## src/rtl/instruction_fetch_unit_pkg.sv

```systemverilog
// rtl/instruction_fetch_unit_pkg.sv - shared constants for the instruction fetch unit
// Package ifu_pkg: FSM state encodings, default bus widths and the reset
// values of every registered output of instruction_fetch_unit.
package ifu_pkg;

    localparam int DEF_ADDR_W = 16;
    localparam int DEF_DATA_W = 16;

    // Fetch FSM states
    localparam logic [2:0] ST_IDLE  = 3'd0;
    localparam logic [2:0] ST_DRIVE = 3'd1;
    localparam logic [2:0] ST_REQ   = 3'd2;
    localparam logic [2:0] ST_HOLD  = 3'd3;
    localparam logic [2:0] ST_INC   = 3'd4;

    // Reset values of the registered outputs
    localparam logic RST_PC_OE_N     = 1'b1;
    localparam logic RST_PC_INC      = 1'b0;
    localparam logic RST_MEM_RD_REQ  = 1'b0;
    localparam logic RST_INSTR_VALID = 1'b0;
    localparam logic RST_FETCH_ERR   = 1'b0;

endpackage

```

## src/rtl/instruction_fetch_unit_if.sv

```systemverilog
// rtl/instruction_fetch_unit_if.sv - PC / memory / decoder signal bundle of the fetch unit
// master : the fetch unit (drives pc_oe_n, pc_inc, mem_addr, mem_rd_req,
//          instr, instr_valid, fetch_err[, fetch_count]).
// slave  : the environment (PC, instruction memory, decoder, run control).
// fetch_count exists only when IFU_PERF_CNT_EN is defined.
interface instruction_fetch_unit_if #(
    parameter int ADDR_W = 16,
    parameter int DATA_W = 16
);
    logic              run;
    logic [ADDR_W-1:0] addr_bus;
    logic              pc_oe_n;
    logic              pc_inc;
    logic [ADDR_W-1:0] mem_addr;
    logic              mem_rd_req;
    logic              mem_rd_ack;
    logic [DATA_W-1:0] mem_rd_data;
    logic [DATA_W-1:0] instr;
    logic              instr_valid;
    logic              instr_ready;
    logic              fetch_err;
`ifdef IFU_PERF_CNT_EN
    logic [15:0]       fetch_count;
`endif

    modport master (
        input  run, addr_bus, mem_rd_ack, mem_rd_data, instr_ready,
        output pc_oe_n, pc_inc, mem_addr, mem_rd_req, instr, instr_valid,
`ifdef IFU_PERF_CNT_EN
        output fetch_count,
`endif
        output fetch_err
    );

    modport slave (
        output run, addr_bus, mem_rd_ack, mem_rd_data, instr_ready,
        input  pc_oe_n, pc_inc, mem_addr, mem_rd_req, instr, instr_valid,
`ifdef IFU_PERF_CNT_EN
        input  fetch_count,
`endif
        input  fetch_err
    );

endinterface

```

## src/rtl/instruction_fetch_unit_timeout_ctr.sv

```systemverilog
// rtl/instruction_fetch_unit_timeout_ctr.sv - clear/enable up-counter with expiry flag (ifu_timeout_ctr)
// Ports: clk, reset (async, active-high), clear (sync, to 0), en (count),
//        expired (count == LIMIT). The count holds at LIMIT once reached.
module ifu_timeout_ctr #(
    parameter int WIDTH = 4,
    parameter int LIMIT = 14
) (
    input  logic clk,
    input  logic reset,
    input  logic clear,
    input  logic en,
    output logic expired
);
    localparam logic [WIDTH-1:0] LIM = WIDTH'(LIMIT);

    logic [WIDTH-1:0] count;

    assign expired = (count == LIM);

    always_ff @(posedge clk or posedge reset) begin
        if (reset) begin
            count <= '0;
        end else if (clear) begin
            count <= '0;
        end else if (en && !expired) begin
            count <= count + 1'b1;
        end
    end

endmodule

```

## src/rtl/instruction_fetch_unit.sv

```systemverilog
// rtl/instruction_fetch_unit.sv - PC-to-decoder instruction fetch sequencer
// Ports: clk, reset (async, active-high), bus (instruction_fetch_unit_if.master:
//        run, addr_bus, pc_oe_n, pc_inc, mem_addr, mem_rd_req/ack/data,
//        instr, instr_valid, instr_ready, fetch_err[, fetch_count]).
// Optional: IFU_PERF_CNT_EN adds a saturating 16-bit completed-fetch counter.
module instruction_fetch_unit
    import ifu_pkg::*;
#(
    parameter int ADDR_W      = DEF_ADDR_W,
    parameter int DATA_W      = DEF_DATA_W,
    parameter int SETTLE_CYC  = 1,
    parameter int ACK_TIMEOUT = 15
) (
    input  logic                     clk,
    input  logic                     reset,
    instruction_fetch_unit_if.master bus
);
    localparam int ACK_W = $clog2(ACK_TIMEOUT + 1);

    logic [2:0]        state;
    logic              run_q;
    logic              pc_oe_n_q;
    logic              pc_inc_q;
    logic [ADDR_W-1:0] mem_addr_q;
    logic              mem_rd_req_q;
    logic [DATA_W-1:0] instr_q;
    logic              instr_valid_q;
    logic              fetch_err_q;
    logic              settle_done;
    logic              ack_expired;

    // DRIVE lasts SETTLE_CYC cycles: the counter is zero on DRIVE entry and
    // the bus is sampled on the edge ending the cycle where it reads SETTLE_CYC-1.
    ifu_timeout_ctr #(.WIDTH(3), .LIMIT(SETTLE_CYC - 1)) u_settle (
        .clk     (clk),
        .reset   (reset),
        .clear   (state != ST_DRIVE),
        .en      (1'b1),
        .expired (settle_done)
    );

    // REQ cycle n (1-based) sees count n-1, so expiry marks the ACK_TIMEOUT-th cycle.
    ifu_timeout_ctr #(.WIDTH(ACK_W), .LIMIT(ACK_TIMEOUT - 1)) u_ack (
        .clk     (clk),
        .reset   (reset),
        .clear   (state != ST_REQ),
        .en      (!bus.mem_rd_ack),
        .expired (ack_expired)
    );

    // run is registered first; IDLE acts on the level sampled one edge earlier,
    // which gives the 5-cycle IDLE-DRIVE-REQ-HOLD-INC fetch period.
    always_ff @(posedge clk or posedge reset) begin
        if (reset) begin
            state         <= ST_IDLE;
            run_q         <= 1'b0;
            pc_oe_n_q     <= RST_PC_OE_N;
            pc_inc_q      <= RST_PC_INC;
            mem_addr_q    <= '0;
            mem_rd_req_q  <= RST_MEM_RD_REQ;
            instr_q       <= '0;
            instr_valid_q <= RST_INSTR_VALID;
            fetch_err_q   <= RST_FETCH_ERR;
        end else begin
            run_q <= bus.run;
            case (state)
                ST_IDLE: begin
                    if (run_q) begin
                        pc_oe_n_q <= 1'b0;
                        state     <= ST_DRIVE;
                    end
                end
                ST_DRIVE: begin
                    if (settle_done) begin
                        mem_addr_q   <= bus.addr_bus;
                        pc_oe_n_q    <= 1'b1;
                        mem_rd_req_q <= 1'b1;
                        state        <= ST_REQ;
                    end
                end
                ST_REQ: begin
                    // ack is checked first so a last-cycle ack is never an error
                    if (bus.mem_rd_ack) begin
                        instr_q       <= bus.mem_rd_data;
                        mem_rd_req_q  <= 1'b0;
                        instr_valid_q <= 1'b1;
                        state         <= ST_HOLD;
                    end else if (ack_expired) begin
                        fetch_err_q  <= 1'b1;
                        mem_rd_req_q <= 1'b0;
                        state        <= ST_IDLE;
                    end
                end
                ST_HOLD: begin
                    if (bus.instr_ready) begin
                        instr_valid_q <= 1'b0;
                        pc_inc_q      <= 1'b1;
                        state         <= ST_INC;
                    end
                end
                ST_INC: begin
                    pc_inc_q <= 1'b0;
                    state    <= ST_IDLE;
                end
                default: begin
                    state <= ST_IDLE;
                end
            endcase
        end
    end

`ifdef IFU_PERF_CNT_EN
    logic [15:0] fetch_count_q;

    always_ff @(posedge clk or posedge reset) begin
        if (reset) begin
            fetch_count_q <= '0;
        end else if (state == ST_HOLD && bus.instr_ready && fetch_count_q != 16'hFFFF) begin
            fetch_count_q <= fetch_count_q + 16'd1;
        end
    end

    assign bus.fetch_count = fetch_count_q;
`endif

    assign bus.pc_oe_n     = pc_oe_n_q;
    assign bus.pc_inc      = pc_inc_q;
    assign bus.mem_addr    = mem_addr_q;
    assign bus.mem_rd_req  = mem_rd_req_q;
    assign bus.instr       = instr_q;
    assign bus.instr_valid = instr_valid_q;
    assign bus.fetch_err   = fetch_err_q;

endmodule

```

## src/flat_wrapper.sv

```systemverilog
// flat-port wrapper written by rule: the top's interface ports become plain ports
module instruction_fetch_unit_flat import ifu_pkg::*;
#(
    parameter int ADDR_W      = DEF_ADDR_W,
    parameter int DATA_W      = DEF_DATA_W,
    parameter int SETTLE_CYC  = 1,
    parameter int ACK_TIMEOUT = 15
)
  (clk, reset, bus_run, bus_addr_bus, bus_mem_rd_ack, bus_mem_rd_data, bus_instr_ready, bus_pc_oe_n, bus_pc_inc, bus_mem_addr, bus_mem_rd_req, bus_instr, bus_instr_valid, bus_fetch_err);
  instruction_fetch_unit_if #(.ADDR_W(ADDR_W), .DATA_W(DATA_W)) bus_i ();
  input  logic clk;
  input  logic reset;
  input wire logic [$bits(bus_i.run)-1:0] bus_run;
  input wire logic [$bits(bus_i.addr_bus)-1:0] bus_addr_bus;
  input wire logic [$bits(bus_i.mem_rd_ack)-1:0] bus_mem_rd_ack;
  input wire logic [$bits(bus_i.mem_rd_data)-1:0] bus_mem_rd_data;
  input wire logic [$bits(bus_i.instr_ready)-1:0] bus_instr_ready;
  output wire logic [$bits(bus_i.pc_oe_n)-1:0] bus_pc_oe_n;
  output wire logic [$bits(bus_i.pc_inc)-1:0] bus_pc_inc;
  output wire logic [$bits(bus_i.mem_addr)-1:0] bus_mem_addr;
  output wire logic [$bits(bus_i.mem_rd_req)-1:0] bus_mem_rd_req;
  output wire logic [$bits(bus_i.instr)-1:0] bus_instr;
  output wire logic [$bits(bus_i.instr_valid)-1:0] bus_instr_valid;
  output wire logic [$bits(bus_i.fetch_err)-1:0] bus_fetch_err;
  assign bus_i.run = bus_run;
  assign bus_i.addr_bus = bus_addr_bus;
  assign bus_i.mem_rd_ack = bus_mem_rd_ack;
  assign bus_i.mem_rd_data = bus_mem_rd_data;
  assign bus_i.instr_ready = bus_instr_ready;
  assign bus_pc_oe_n = bus_i.pc_oe_n;
  assign bus_pc_inc = bus_i.pc_inc;
  assign bus_mem_addr = bus_i.mem_addr;
  assign bus_mem_rd_req = bus_i.mem_rd_req;
  assign bus_instr = bus_i.instr;
  assign bus_instr_valid = bus_i.instr_valid;
  assign bus_fetch_err = bus_i.fetch_err;
  instruction_fetch_unit #(.ADDR_W(ADDR_W), .DATA_W(DATA_W), .SETTLE_CYC(SETTLE_CYC), .ACK_TIMEOUT(ACK_TIMEOUT)) u_core (.clk(clk), .reset(reset), .bus(bus_i));
endmodule
```

## config.mk

```make
export PLATFORM = sky130hd
export DESIGN_NAME = instruction_fetch_unit_flat
export DESIGN_NICKNAME = d
export VERILOG_FILES = /design/src/rtl/instruction_fetch_unit_pkg.sv /design/src/rtl/instruction_fetch_unit_if.sv /design/src/rtl/instruction_fetch_unit_timeout_ctr.sv /design/src/rtl/instruction_fetch_unit.sv /design/src/flat_wrapper.sv
export SDC_FILE = /design/constraint.sdc
export NUM_CORES = 1
export LEC_CHECK = 0
export CELL_PAD_IN_SITES_DETAIL_PLACEMENT = 0
export CELL_PAD_IN_SITES_GLOBAL_PLACEMENT = 1
export CORE_MARGIN = 2
export CORE_UTILIZATION = 30
export CTS_BUF_LIST = sky130_fd_sc_hd__clkbuf_16
export DETAILED_ROUTE_END_ITERATION = 12
export PLACE_DENSITY = 0.65
export RECOVER_POWER = 100
export SLEW_MARGIN = 30
export SYNTH_ARGS = -nofsm -noshare
export SYNTH_HDL_FRONTEND = slang
export SYNTH_HIERARCHICAL = 1
export SYNTH_SLANG_ARGS = --single-unit
```

## constraint.sdc

```tcl
create_clock -name clk -period 2.1 [get_ports clk]
set_input_delay 0.42 -clock clk [delete_from_list [all_inputs] [get_ports clk]]
set_output_delay 0.42 -clock clk [all_outputs]
set_load 0.02 [all_outputs]
```

; ---- After elaboration in Yosys (flattened, before gate mapping)
; Index checks and enable logic that the tools add are counted.
[totals]
in_bits = 37
reg_bits = 48
out_inout_bits = 37
wordCells = 66
[classes]
n_reduce_logical = 18
add_sub_neg = 2
muxes = 21
eq_ne = 13
bitwise = 1
[ops]
columns = op, count
row1 = 3-bit two-way mux, 7
row2 = 3-bit case mux with 4 select lines, 1
row3 = 3-bit AND reduction, 4
row4 = 2-bit nonzero test, 5
row5 = 4-bit two-way mux, 2
row6 = 1-bit case mux with 2 select lines, 4
row7 = 1-bit two-way mux, 7
row8 = "3-bit by 2-bit equality test with 1-bit output, second input constant", 2
row9 = 3-bit logical NOT, 2
row10 = "2-bit inequality test, second input constant", 3
row11 = 2-bit AND reduction, 3
row12 = "4-bit by 1-bit adder with 4-bit output, second input constant", 1
row13 = "4-bit equality test, second input constant", 1
row14 = "2-bit by 1-bit inequality test with 1-bit output, second input constant", 2
row15 = 4-bit AND reduction, 1
row16 = "3-bit by 1-bit adder with 3-bit output, second input constant", 1
row17 = "3-bit by 1-bit equality test with 1-bit output, second input constant", 1
row18 = "3-bit equality test, second input constant", 1
row19 = "3-bit by 1-bit inequality test with 1-bit output, second input constant", 1
row20 = "3-bit by 2-bit inequality test with 1-bit output, second input constant", 1
row21 = "3-bit inequality test, second input constant", 1
row22 = 1-bit logical NOT, 2
row23 = 1-bit logical AND, 1
row24 = 1-bit inverter, 1

; ---- Longest topological paths before layout
[depth]
word_depth = 5
ltp_mapped = 7
depth_no_buf = 6

; ---- Modules after synthesis
; Netlist, hierarchy kept.
[by_module_without_submodules]
columns = mod, area_per_inst_um2, cells_per_inst, n_inst, seq_area_each_um2
row1 = instruction_fetch_unit, 1696.6, 107, 1, 1027.2
row2 = ifu_timeout_ctr at u_core.u_ack, 215.2, 23, 1, 100.1
row3 = ifu_timeout_ctr at u_core.u_settle, 205.2, 20, 1, 75.1

; ---- Worst setup path after synthesis
; OpenSTA, ideal clock, no wires.
[synth_timing]
kind = register to register
from = register u_core.u_settle.count[0]
to = register u_core.mem_addr_q[0], in the netlist u_core/bus.mem_addr[0]
stages_incl_launch_ff = 8
setup_ns = 0.125
n_path_buf = 2
arrival_time_ns = 1.518
slack_ns = 0.456
synth_period_minus_slack_ns = 1.644
t_required_ns = 1.975
path_cell_list = dfrtp_1 -> inv_1 -> ha_1 -> nor2b_4 -> and3_1 -> buf_6 -> buf_6 -> mux2_4
[synth_via]
elab_chain_len = 2
[synth_lines]
columns = element, line_no
row1 = "start, declared", instruction_fetch_unit_timeout_ctr.sv:16  ; logic [WIDTH-1:0] count;
row2 = "start signal, assigned", instruction_fetch_unit_timeout_ctr.sv:26  ; count <= count + 1'b1;
row3 = 3-bit logical NOT, instruction_fetch_unit_timeout_ctr.sv:18  ; assign expired = (count == LIM);
row4 = named net u_core.settle_done, instruction_fetch_unit.sv:29  ; logic settle_done;
row5 = 2-bit AND reduction (no source line), --
row6 = "end signal, assigned", instruction_fetch_unit.sv:75  ; mem_addr_q <= bus.addr_bus;
row7 = "end, declared", instruction_fetch_unit.sv:24  ; logic [ADDR_W-1:0] mem_addr_q;
; The timed path passes the listed nets, and every way through them passes these cells.
; A chain may end at the register's enable or synchronous reset.

; ---- Worst setup path in the final report
[layout_timing]
from = register u_core.pc_oe_n_q, in the netlist u_core/bus.pc_oe_n
to = output bus_pc_oe_n
[layout_lines]
columns = element, line_no
row1 = "start, declared", instruction_fetch_unit.sv:22  ; logic pc_oe_n_q;
row2 = "start signal, assigned", instruction_fetch_unit.sv:57  ; pc_oe_n_q <= RST_PC_OE_N;
row3 = "start signal, assigned", instruction_fetch_unit.sv:69  ; pc_oe_n_q <= 1'b0;
row4 = "start signal, assigned", instruction_fetch_unit.sv:76  ; pc_oe_n_q <= 1'b1;
row5 = "end, declared", flat_wrapper.sv:18  ; output wire logic [$bits(bus_i.pc_oe_n)-1:0] bus_pc_oe_n;
; No word-level cell between the ends.

==> flow_summary.json <==
{
  "cts_inserted_buffers": 5,
  "cts_tree": "yes",
  "area_delta_synth_final_pct": 44.8,
  "hold_viol_final": 0,
  "cellLeakagePower_uw": 0.00134,
  "finClkSkew_ns": 0.00571,
  "path_clk_slew_ns": 0.06,
  "synthesis.instances": 150,
  "fillCellCount": 650,
  "synthTopCellsByArea": "dfrtp_1 56%, mux2_4 12%, mux2_2 8.5%",
  "critPathRequiredTime_ns": 1.68,
  "ys_ff_latch": 48,
  "cp.depth": 1,
  "finalSetupTns_ns": 0,
  "slowest_stage": "dlygate4sd3_1",
  "cts_buffer_depth": 2,
  "drv_cap": 0,
  "fin_crit_sh_pct": 91.1,
  "grt_pass1_wl_um": 6980,
  "layout.nets": 271,
  "power-per-cell-area_mw_per_mm2": 1450,
  "grt_max_degree": 24,
  "p_seq_share_pct": 34.8,
  "ctsResizeCount": 0,
  "fin_crit_ns": 1.91,
  "min_path_cells": 1,
  "place_area_sq_mm": 0.00296,
  "io_buffer_count": 73,
  "internal-power_uw": 2980,
  "ys_seq_area_share_pct": 56.8,
  "yosysWarningCount": 6,
  "cts_root_buf": "clkbuf_16",
  "clk_latency_ns": 0.28,
  "drc": 0,
  "die_w_um": 88.0,
  "start_util_pct": 31.2,
  "synth_cell_type_count": 34,
  "drt.antenna.violating_nets": 0,
  "vias_per_cell": 4.20,
  "dieArea_sq_mm": 0.00774,
  "rsz0062_at_grt": "no",
  "synth_top_area_cell": "dfrtp_1",
  "drt_wl_total_um": 4240,
  "pin_count": 74,
  "grtUsageTotal_pct": 11.9,
  "cts_num_sinks": 48,
  "cp.arrival_ns": 1.49,
  "power.share.clock_pct": 22.3,
  "ff2ff_path_depth": 6,
  "swShare_pct": 32.9,
  "n_antenna_cell": 0,
  "netlist_area_sq_mm": 0.00212,
  "vdd_drop_max_mv": 0.521,
  "slew_headroom_pct": 36.5,
  "grt_use_met3_pct": 4.34,
  "cp_max_fo": 3,
  "cts.htree.levels": 2,
  "first_global_vias": 1424,
  "top_usage_layer": "met2",
  "finalSetupViolations": 0,
  "num_rows": 30,
  "hold_ws_ns": 0.466,
  "grt_overflow": 0,
  "antenna_found_initial": 0,
  "netlist.area_leader.share_pct": 55.6,
  "hold_class": "reg -> reg",
  "slowest_delay_ns": 0.67,
  "die_h_um": 88.0,
  "firstDrtPassIters": 4,
  "avgSynthCellArea_sq_um": 14.1,
  "start_kind": "register",
  "drv_slew": 0,
  "met2_usage_pct": 18.2,
  "cp_cell_sequence": "dlygate4sd3_1",
  "postCtsSetupBuffers": 0,
  "rr_startpoint": "u_core/u_settle/count[0]",
  "crit_buf_inv": 1,
  "stdcell_area_sq_mm": 0.00307,
  "power_uw": 4440,
  "drive_gt1_share_pct": 14.8,
  "crit_path_end_kind": "output port",
  "wl_per_cell_um": 13.0,
  "vias": 1369,
  "final_util_pct": 45.1,
  "power_frac_comb_pct": 42.9,
  "place.detailed.hpwl_um": 3160,
  "gp_congestion": 0.756,
  "drt-initial-drc-count": 52,
  "status": "finished clean",
  "worst_pin_slew_ns": 0.953,
  "startpoint": "u_core/bus.pc_oe_n",
  "crit_family": "buffers and inverters",
  "fmax_mhz": 522,
  "path_class": "reg -> out",
  "hold_start": "u_core/bus.fetch_err",
  "grt_util_met1_pct": 15.6,
  "core-area_sq_mm": 0.00679,
  "holdBufCountCts": 0,
  "p_sw_uw": 1460
}
==> placed cells by master, fill, tap and decap left out, drive strengths merged, types with 2 or more instances in the layout <==
cell type      instances
a21o                   3
a21oi                  4
a31o                   2
buf                    2
bufinv                 2
clkbuf                 7
clkdlybuf4s50         33
conb                   2
dfrtp                 47
dlygate4sd3           40
ha                     4
inv                   12
mux2                  33
mux2i                  3
nand2                  4
nand2b                 2
nand3                  5
nor2                   6
nor2b                  2
o21ai                  3
==> kinds of logic after synthesis <==
| logic type | synth area share [%] |
|---|---|
| DFF | 56.8 |
| muxes | 22.0 |
| and+or+nand+nor | 7.98 |
| AOI/OAI and AO/OA | 5.50 |
| buffers and inverters | 5.20 |
| adders and majority gates | 2.36 |
| other | 0.177 |
==> synth_stat cells <==
library cell / number
a211o_1: 1
a21boi_0: 1
a21o_1: 2
a21o_2: 1
a21oi_1: 4
a311oi_1: 1
a31o_2: 2
and2_1: 1
and2b_1: 1
and3_1: 1
buf_12: 1
buf_6: 4
conb_1: 1
dfrtp_1: 47
dfstp_2: 1
ha_1: 4
inv_1: 12
mux2_2: 16
mux2_4: 17
mux2i_1: 3
nand2_1: 4
nand2b_1: 2
nand3_1: 5
nand3b_1: 1
nand4_1: 1
nor2_1: 5
nor2_2: 1
nor2b_4: 2
nor3_1: 1
nor3b_4: 1
o211ai_1: 1
o21ai_0: 3
o31ai_1: 1
or2_0: 1
==> through the flow <==
| step | std cells | setup slack [ns] |
|---|---|---|
| floorplan | 151 | 0.456 |
| global placement | 319 | 0.332 |
| detailed placement | 319 | 0.326 |
| CTS | 326 | 0.242 |
| global route | 326 | 0.122 |
| finish | 326 | 0.186 |
==> per-layer routing <==
layer / wire length (um) / up-vias
met5: 0 / -
met1: 1910 / 651
li1: - / 670
met2: 1990 / 42
met4: 67 / 0
met3: 271 / 6
==> power by group through the flow <==
stage               registers, uW  clock network, uW  logic (uW)
finish                       1540                990        1900
global route                 1610               1050        2050
detailed placement           1580                  0        2230
floorplan                    1970                  0         924
CTS                          1590               1020        2230
global placement             1600                  0        2210
==> path summary, 6_finish.rpt <==
check                                           end  slack, ns
setup / recovery                        bus_pc_oe_n       0.19
hold / removal                 u_core/bus.fetch_err       0.47
setup reg to reg             u_core/bus.mem_addr[4]       0.23
hold reg to reg                u_core/bus.fetch_err       0.47
max in group asynchronous      u_core/bus.fetch_err       0.58
min in group asynchronous  u_core/u_settle/count[2]       0.51
==> sequential cells by signal, summed over array words and instances, names as in the netlist, 3 cells and up <==
name	flops
u_core/bus.instr	16
u_core/bus.mem_addr	16
u_core/u_ack/count	4
u_core/state	3
u_core/u_settle/count	3
==> final cells by class <==
cell class | instances | area (sq um) | area share, %
well taps | 96 | 120 | 3.92
inverters | 12 | 45.0 | 1.47
repair buffers | 77 | 779 | 25.4
clock inverters | 2 | 60.1 | 1.96
flip-flops and latches | 48 | 1200 | 39.2
multi-input cells | 86 | 733 | 23.9
clock buffers | 5 | 125 | 4.08
No activity file was read; power rests on OpenSTA's default activity.
